**src/rtl/trace_frame_serializer_if.sv**
```systemverilog
// Handshake bundle between a trace-record producer and the frame serializer:
// record stream in, 32-bit word stream out.
interface trace_frame_serializer_if #(
    parameter int TX_ID_WIDTH  = 32,
    parameter int CYCLE_WIDTH  = 48,
    parameter int OPCODE_WIDTH = 8,
    parameter int META_WIDTH   = 32
);
    logic                    trace_valid;
    logic                    trace_ready;
    logic [TX_ID_WIDTH-1:0]  trace_tx_id;
    logic [CYCLE_WIDTH-1:0]  trace_t_ingress;
    logic [CYCLE_WIDTH-1:0]  trace_t_egress;
    logic [15:0]             trace_flags;
    logic [OPCODE_WIDTH-1:0] trace_opcode;
    logic [META_WIDTH-1:0]   trace_meta;
    logic                    word_valid;
    logic                    word_ready;
    logic [31:0]             word_data;
    logic                    word_last;

    modport master (
        output trace_valid, trace_tx_id, trace_t_ingress, trace_t_egress,
               trace_flags, trace_opcode, trace_meta, word_ready,
        input  trace_ready, word_valid, word_data, word_last
    );

    modport slave (
        input  trace_valid, trace_tx_id, trace_t_ingress, trace_t_egress,
               trace_flags, trace_opcode, trace_meta, word_ready,
        output trace_ready, word_valid, word_data, word_last
    );
endinterface

```
**src/rtl/trace_frame_serializer.sv**
```systemverilog
// Serializes one trace record into a fixed frame of 32-bit words (W0..W8).
// Define TRACE_SER_CHECKSUM_EN to append W9 = XOR of W0..W8 as the last word.
module trace_frame_serializer #(
    parameter logic [7:0] SYNC_BYTE    = 8'hA5,
    parameter int         FRAME_GAP    = 0,
    parameter int         TX_ID_WIDTH  = 32,
    parameter int         CYCLE_WIDTH  = 48,
    parameter int         OPCODE_WIDTH = 8,
    parameter int         META_WIDTH   = 32
) (
    input  logic                           clk,
    input  logic                           rst_n,
    trace_frame_serializer_if.slave        bus,
    output logic [31:0]                    frames_sent,
    output logic                           busy
);
    if (TX_ID_WIDTH > 64 || CYCLE_WIDTH > 64 || OPCODE_WIDTH > 16 || META_WIDTH > 32 ||
        FRAME_GAP < 0 || FRAME_GAP > 15) begin : g_param_check
        $error("trace_frame_serializer: parameter out of range");
    end

`ifdef TRACE_SER_CHECKSUM_EN
    localparam logic [3:0] LAST_IDX = 4'd9;
`else
    localparam logic [3:0] LAST_IDX = 4'd8;
`endif
    localparam logic [3:0] GAP_LOAD = (FRAME_GAP > 0) ? 4'(FRAME_GAP - 1) : 4'd0;

    typedef enum logic [1:0] {IDLE, SEND, GAP} state_t;

    state_t      state_q;
    logic [3:0]  idx_q, gap_q;
    logic [7:0]  seq_q;
    logic [31:0] frames_q;
    logic [15:0] flags_q, opcode_q;
    logic [63:0] tx_id_q, t_in_q, t_eg_q;
    logic [31:0] meta_q;
    logic        word_valid_q, word_last_q;
    logic [31:0] word_data_q;
`ifdef TRACE_SER_CHECKSUM_EN
    logic [31:0] csum_q;
`endif

    logic [7:0]  seq_d;
    logic [31:0] frames_d;
    logic [3:0]  idx_d;
    logic        last_fire, accept;
    logic [31:0] w0_in, adv_word;

    function automatic logic [31:0] word_of(input logic [3:0] i, input logic [7:0] s,
                                            input logic [15:0] fl, input logic [63:0] tx,
                                            input logic [63:0] ti, input logic [63:0] te,
                                            input logic [15:0] op, input logic [31:0] mt);
        logic [31:0] w;
        case (i)
            4'd0:    w = {SYNC_BYTE, s, fl};
            4'd1:    w = tx[31:0];
            4'd2:    w = tx[63:32];
            4'd3:    w = ti[31:0];
            4'd4:    w = ti[63:32];
            4'd5:    w = te[31:0];
            4'd6:    w = te[63:32];
            4'd7:    w = {op, 16'h0000};
            default: w = mt;
        endcase
        return w;
    endfunction

    assign seq_d     = seq_q + 8'd1;
    assign frames_d  = (&frames_q) ? frames_q : frames_q + 32'd1;
    assign idx_d     = idx_q + 4'd1;
    assign last_fire = (state_q == SEND) && word_valid_q && bus.word_ready && (idx_q == LAST_IDX);

    // Ready is combinational on word_ready so a new record can be taken on the final word handshake.
    assign bus.trace_ready = rst_n && ((state_q == IDLE) || ((FRAME_GAP == 0) && last_fire));
    assign accept          = bus.trace_valid && bus.trace_ready;

    // A back-to-back capture happens while seq is being bumped, so its header takes the new value.
    assign w0_in = {SYNC_BYTE, (state_q == SEND) ? seq_d : seq_q, bus.trace_flags};

`ifdef TRACE_SER_CHECKSUM_EN
    assign adv_word = (idx_d == LAST_IDX) ? csum_q :
                      word_of(idx_d, seq_q, flags_q, tx_id_q, t_in_q, t_eg_q, opcode_q, meta_q);
`else
    assign adv_word = word_of(idx_d, seq_q, flags_q, tx_id_q, t_in_q, t_eg_q, opcode_q, meta_q);
`endif

    always_ff @(posedge clk) begin
        if (!rst_n) begin
            state_q      <= IDLE;
            idx_q        <= 4'd0;
            gap_q        <= 4'd0;
            seq_q        <= 8'd0;
            frames_q     <= 32'd0;
            flags_q      <= 16'd0;
            opcode_q     <= 16'd0;
            tx_id_q      <= 64'd0;
            t_in_q       <= 64'd0;
            t_eg_q       <= 64'd0;
            meta_q       <= 32'd0;
            word_valid_q <= 1'b0;
            word_last_q  <= 1'b0;
            word_data_q  <= 32'd0;
`ifdef TRACE_SER_CHECKSUM_EN
            csum_q       <= 32'd0;
`endif
        end else begin
            case (state_q)
                SEND: begin
                    if (bus.word_ready) begin
                        if (idx_q == LAST_IDX) begin
                            seq_q        <= seq_d;
                            frames_q     <= frames_d;
                            word_valid_q <= 1'b0;
                            word_last_q  <= 1'b0;
                            if (FRAME_GAP == 0) begin
                                state_q <= IDLE;
                            end else begin
                                state_q <= GAP;
                                gap_q   <= GAP_LOAD;
                            end
                        end else begin
                            idx_q       <= idx_d;
                            word_data_q <= adv_word;
                            word_last_q <= (idx_d == LAST_IDX);
`ifdef TRACE_SER_CHECKSUM_EN
                            csum_q      <= csum_q ^ adv_word;
`endif
                        end
                    end
                end
                GAP: begin
                    if (gap_q == 4'd0) state_q <= IDLE;
                    else               gap_q   <= gap_q - 4'd1;
                end
                default: state_q <= IDLE;
            endcase

            // Capture overrides the end-of-frame assignments above when records run back-to-back.
            if (accept) begin
                state_q      <= SEND;
                idx_q        <= 4'd0;
                flags_q      <= bus.trace_flags;
                opcode_q     <= 16'(bus.trace_opcode);
                tx_id_q      <= 64'(bus.trace_tx_id);
                t_in_q       <= 64'(bus.trace_t_ingress);
                t_eg_q       <= 64'(bus.trace_t_egress);
                meta_q       <= 32'(bus.trace_meta);
                word_valid_q <= 1'b1;
                word_last_q  <= 1'b0;
                word_data_q  <= w0_in;
`ifdef TRACE_SER_CHECKSUM_EN
                csum_q       <= w0_in;
`endif
            end
        end
    end

    assign bus.word_valid = word_valid_q;
    assign bus.word_data  = word_data_q;
    assign bus.word_last  = word_last_q;
    assign frames_sent    = frames_q;
    assign busy           = (state_q != IDLE);
endmodule

```
**src/flat_wrapper.sv**
```systemverilog
// flat-port wrapper written by rule: the top's interface ports become plain ports
module trace_frame_serializer_flat 
#(
    parameter logic [7:0] SYNC_BYTE    = 8'hA5,
    parameter int         FRAME_GAP    = 0,
    parameter int         TX_ID_WIDTH  = 32,
    parameter int         CYCLE_WIDTH  = 48,
    parameter int         OPCODE_WIDTH = 8,
    parameter int         META_WIDTH   = 32
)
  (clk, rst_n, frames_sent, busy, bus_trace_valid, bus_trace_tx_id, bus_trace_t_ingress, bus_trace_t_egress, bus_trace_flags, bus_trace_opcode, bus_trace_meta, bus_word_ready, bus_trace_ready, bus_word_valid, bus_word_data, bus_word_last);
  trace_frame_serializer_if #(.TX_ID_WIDTH(TX_ID_WIDTH), .CYCLE_WIDTH(CYCLE_WIDTH), .OPCODE_WIDTH(OPCODE_WIDTH), .META_WIDTH(META_WIDTH)) bus_i ();
  input  logic clk;
  input  logic rst_n;
  output logic [31:0] frames_sent;
  output logic busy;
  input wire logic [$bits(bus_i.trace_valid)-1:0] bus_trace_valid;
  input wire logic [$bits(bus_i.trace_tx_id)-1:0] bus_trace_tx_id;
  input wire logic [$bits(bus_i.trace_t_ingress)-1:0] bus_trace_t_ingress;
  input wire logic [$bits(bus_i.trace_t_egress)-1:0] bus_trace_t_egress;
  input wire logic [$bits(bus_i.trace_flags)-1:0] bus_trace_flags;
  input wire logic [$bits(bus_i.trace_opcode)-1:0] bus_trace_opcode;
  input wire logic [$bits(bus_i.trace_meta)-1:0] bus_trace_meta;
  input wire logic [$bits(bus_i.word_ready)-1:0] bus_word_ready;
  output wire logic [$bits(bus_i.trace_ready)-1:0] bus_trace_ready;
  output wire logic [$bits(bus_i.word_valid)-1:0] bus_word_valid;
  output wire logic [$bits(bus_i.word_data)-1:0] bus_word_data;
  output wire logic [$bits(bus_i.word_last)-1:0] bus_word_last;
  assign bus_i.trace_valid = bus_trace_valid;
  assign bus_i.trace_tx_id = bus_trace_tx_id;
  assign bus_i.trace_t_ingress = bus_trace_t_ingress;
  assign bus_i.trace_t_egress = bus_trace_t_egress;
  assign bus_i.trace_flags = bus_trace_flags;
  assign bus_i.trace_opcode = bus_trace_opcode;
  assign bus_i.trace_meta = bus_trace_meta;
  assign bus_i.word_ready = bus_word_ready;
  assign bus_trace_ready = bus_i.trace_ready;
  assign bus_word_valid = bus_i.word_valid;
  assign bus_word_data = bus_i.word_data;
  assign bus_word_last = bus_i.word_last;
  trace_frame_serializer #(.SYNC_BYTE(SYNC_BYTE), .FRAME_GAP(FRAME_GAP), .TX_ID_WIDTH(TX_ID_WIDTH), .CYCLE_WIDTH(CYCLE_WIDTH), .OPCODE_WIDTH(OPCODE_WIDTH), .META_WIDTH(META_WIDTH)) u_core (.clk(clk), .rst_n(rst_n), .bus(bus_i), .frames_sent(frames_sent), .busy(busy));
endmodule
```
**config.mk**
```make
export PLATFORM = sky130hd
export DESIGN_NAME = trace_frame_serializer_flat
export DESIGN_NICKNAME = d
export VERILOG_FILES = /design/src/rtl/trace_frame_serializer_if.sv /design/src/rtl/trace_frame_serializer.sv /design/src/flat_wrapper.sv
export SDC_FILE = /design/constraint.sdc
export NUM_CORES = 1
export LEC_CHECK = 0
export BUFFER_PORTS_ARGS = -buffer_cell sky130_fd_sc_hd__buf_2
export CELL_PAD_IN_SITES_DETAIL_PLACEMENT = 1
export CELL_PAD_IN_SITES_GLOBAL_PLACEMENT = 1
export CORE_ASPECT_RATIO = 1.2
export CORE_MARGIN = 10
export CORE_UTILIZATION = 32
export DETAILED_ROUTE_END_ITERATION = 10
export PLACE_DENSITY = 0.78
export SYNTH_ARGS = -nofsm -noshare
export SYNTH_HDL_FRONTEND = slang
export SYNTH_SLANG_ARGS = --single-unit
```
**constraint.sdc**
```tcl
create_clock -name clk -period 5 [get_ports clk]
set_input_delay 0.25 -clock clk [delete_from_list [all_inputs] [get_ports clk]]
set_output_delay 0.25 -clock clk [all_outputs]
set_load 0.02 [all_outputs]
```
==> impl_metrics.csv <==
group,metric,value,unit
placement,port_buffers,255,
power_and_ir_drop,pwr-share-seq,0.454,
yosys,synth_top_cell_by_area,"dfxtp_1",
sta,hold_viol_final,0,
critical_path,cp_max_fo,27,
critical_path,cp_data_required_time,5.42,ns
sta,tns,0,ns
power_and_ir_drop,internal_power,3.64,mW
critical_path,critPathKind,"reg2reg",
finish,design_area,16600,um^2
drt,drt_iter0_markers,1106,
power_and_ir_drop,pwr-share-comb,0.127,
global_routing,grt_pass1_vias,14600,
die,die-area,47000,um^2
run,drv_cap,0,
drt,wl,57900,um
critical_path,startpoint_type,"flip-flop",
yosys,yosysUniqueCellTypes,69,
yosys,synth_flop_cell,"dfxtp_1",
cts,clk_path_buf_depth,3,
yosys,synth_edf_count,0,
yosys,syn-mean-instance-area,8.05,um^2
die,die_w,200,um
global_routing,grt_use_total,0.236,
sta,fin_ws,1.28,ns
sta,grt_setup_unrepaired,"false",
power_and_ir_drop,p_sw_frac,0.277,
die,coreArea,38100,um^2
sta,fmax,0.269,GHz
cts,htreeDepth,1,
cts,cts.clk_slew.worst_paths,0.07,ns
power_and_ir_drop,p_leak,6.08,nW
power_and_ir_drop,power_switching,1.40,mW
cts,root_buffer,"clkbuf_16",
global_routing,grt_max_degree,127,
critical_path,reg2reg_from,"u_core.idx_q[1]$_SDFFE_PP0P_",
cts,cts.sink_count,263,
drt,vias,13800,
yosys,mappedNetlistArea,12400,um^2
placement,place.gp.congestion,0.862,
drt,drc,0,
drt,vias_per_cell,5.80,
critical_path,r2r_end,"u_core.bus.word_data[25]$_SDFFE_PP0P_",
die,rows,78,
critical_path,crit_path_end,"u_core.bus.word_data[25]$_SDFFE_PP0P_",
sta,max-slew-margin-rel,0.189,
die,start_util,0.326,
die,dieHeight,236,um
drt,final_antenna_net_count,0,
yosys,synth-async-reset-ratio,0,
power_and_ir_drop,power_density,305,nW/um^2
cts,cts_buffers,29,
global_routing,antenna_found_initial,7,
finish,nNetsFinal,2074,
power_and_ir_drop,vdd_drop_max,0.233,mV
sta,drv_slew,0,
critical_path,rr_worst_depth,6,
sta,period_needed,3.72,ns
yosys,yosysWarnings,0,
sta,setup_viol_count_final,0,
cts,post-cts-setup-buffers,0,
yosys,yosysSeqAreaShare,0.425,
global_routing,grt_pass1_wl,87500,um
cts,clk-insertion-delay-late,0.58,ns
yosys,postSynthCellCount,1539,
finish,drive_above_1_share,0.192,
global_routing,globalRouteOverflowTotal,0,
finish,syn_to_final_growth,33.6,%
drt,firstDrtPassIters,8,
critical_path,endpoint_kind,"flip-flop",
cts,cts_tree,"done",
yosys,synth_seq_cells,263,
worst_hold_path,min_path_type,"in2reg",
critical_path,cp-startpoint,"u_core.idx_q[1]$_SDFFE_PP0P_",
yosys,yosys.area.top_type_share,0.425,
placement,place_area,13900,um^2
sta,worstMarginPinSlew,1.21,ns
sta,min_period_over_period,0.743,
power_and_ir_drop,clock_power_share,0.419,
placement,pre_cts_ws,1.55,ns
critical_path,critical_path_arrival,4.14,ns
run_status,status,"finished clean",
critical_path,worst-r2r-setup-slack,1.28,ns
drt,post_drt_wl_per_cell,24.3,um
placement,hpwl,36800,um
die,io_pins,256,
yosys,syn_nets,1735,
yosys,synthTopCellsByArea,"dfxtp_1 (42%), nand2_1 (12%), a21oi_1 (8.4%), a22oi_1 (4.1%), clkbuf_1 (2.7%)",
sta,fin_worst_skew,0.0285,ns
power_and_ir_drop,total_power,5.04,mW
-- per-layer routing --
layer | vias up | wire length (um) | track usage
met4 | 0 | 3430 | 0.132
met3 | 185 | 3680 | 0.0403
met1 | 6805 | 22100 | 0.266
li1 | 6258 | - | -
met5 | - | 0 | 0
met2 | 600 | 28700 | 0.410
-- per-stage QoR --
| step | instances | hold slack [ns] | util |
|---|---|---|---|
| 4_1_cts | 2379 | 0.00234 | 0.434 |
| 3_5_place_dp | 2152 | 0.447 | 0.365 |
| 5_1_grt | 2387 | 0.0323 | 0.435 |
| 3_3_place_gp | 2152 | 0.442 | 0.365 |
| 6_report | 2388 | 0.0132 | 0.435 |
| 2_1_floorplan | 1539 | 0.383 | - |
-- final cells by class --
| cell class | instances | area (um^2) |
|---|---|---|
| antenna | 9 | 22.5 |
| clock buffer | 41 | 811 |
| clock inverter | 11 | 93.8 |
| fill | 4559 | 21500 |
| inverter | 8 | 35.0 |
| multi-input combinational | 1129 | 6540 |
| sequential | 263 | 5270 |
| tap | 480 | 601 |
| timing repair buffer | 447 | 3190 |
-- power groups by stage --
| stage | Sequential [mW] | Combinational [mW] | Clock [mW] |
|---|---|---|---|
| after floorplan | 2.30 | 0.282 | 0 |
| after global placement | 2.33 | 0.487 | 0 |
| after detailed placement | 2.33 | 0.503 | 0 |
| after CTS | 2.28 | 0.615 | 2.12 |
| after global routing | 2.29 | 0.688 | 2.21 |
| final | 2.29 | 0.640 | 2.11 |
-- cells in the final DEF (no fill, tap or decap), types with 7 or more instances in the layout --
cell type | Yosys | layout
a2111oi_0 | 20 | 20
xnor2_1 | 7 | 7
o22ai_1 | 21 | 21
a22o_1 | 20 | 20
or4_1 | 9 | 9
nand3b_1 | 16 | 16
nand4_1 | 39 | 39
dlygate4sd3_1 | 0 | 175
a21oi_1 | 209 | 209
a22oi_1 | 68 | 68
clkbuf_16 | 0 | 29
dfxtp_1 | 263 | 263
nor3_1 | 7 | 7
ha_1 | 8 | 7
o31ai_1 | 8 | 8
buf_4 | 11 | 14
a2111o_1 | 15 | 15
clkbuf_1 | 88 | 8
buf_2 | 35 | 255
o21ai_0 | 57 | 57
nor2_1 | 26 | 24
o211ai_1 | 8 | 8
or3_1 | 22 | 22
and3_1 | 15 | 15
xor2_1 | 12 | 12
diode_2 | 0 | 9
o2bb2ai_1 | 18 | 18
nand2_1 | 387 | 387
mux2_2 | 17 | 17
nand3_1 | 38 | 38
-- kinds of logic (layout without fill, tap and decap cells) --
logic type	count (synthesis)	in the layout	synth area share
other	0	9	0
muxes	17	17	0.0155
adders and majority gates	8	8	0.00808
DFF	263	263	0.425
and+or+nand+nor	597	597	0.226
AOI/OAI and AO/OA	488	488	0.258
xor gates and xnor gates	19	19	0.0134
buffers and inverters	147	507	0.0538
-- synthesized netlist by cell type (all sizes together), types with 17 or more instances --
library cell,count
nand3b,17
mux2,17
a22o,20
a21oi,209
nand4,41
o21ai,59
a22oi,69
nand2,387
o2bb2ai,18
clkbuf,88
a2111oi,20
o22ai,21
nor2,27
or3,22
dfxtp,263
nand3,39
buf,51
-- timing repair --
item / CTS / global route
gates resized for setup: 0 / 0
hold buffers: 175 / 0
endpoints found under the hold margin: 175 / 0
-- sequential cells by signal (all words and copies together), names as in the netlist --
name	cells
u_core.bus.word_data	32
u_core.bus.word_last	1
u_core.bus.word_valid	1
u_core.flags_q	16
u_core.frames_sent	32
u_core.idx_q	4
u_core.meta_q	32
u_core.opcode_q	8
u_core.seq_q	8
u_core.state_q	1
u_core.t_eg_q	48
u_core.t_in_q	48
u_core.tx_id_q	32
-- worst max-delay path, cell delays in order, from the launching register on --
cell	delay, ns
dfxtp_1	0.57
inv_1	0.15
ha_1	0.56
or4_1	0.69
nand2_1	0.91
a221oi_1	0.25
a21oi_1	0.42
-- worst min path at each step --
stage / startpoint / slack [ns] / depth (start not counted) / end
2_1_floorplan: bus_trace_flags[0] / 0.38 / 1 / u_core.flags_q[0]$_SDFFE_PN0P_
3_3_place_gp: u_core.t_in_q[15]$_SDFFE_PN0P_ / 0.44 / 2 / u_core.t_in_q[15]$_SDFFE_PN0P_
3_5_place_dp: u_core.t_in_q[15]$_SDFFE_PN0P_ / 0.45 / 2 / u_core.t_in_q[15]$_SDFFE_PN0P_
4_1_cts: bus_trace_t_ingress[23] / 0.002 / 3 / u_core.t_in_q[23]$_SDFFE_PN0P_
5_1_grt: bus_trace_t_egress[37] / 0.03 / 3 / u_core.t_eg_q[37]$_SDFFE_PN0P_
6_report: bus_trace_t_egress[37] / 0.01 / 3 / u_core.t_eg_q[37]$_SDFFE_PN0P_
Note: power is estimated with default switching activity, not from simulation.
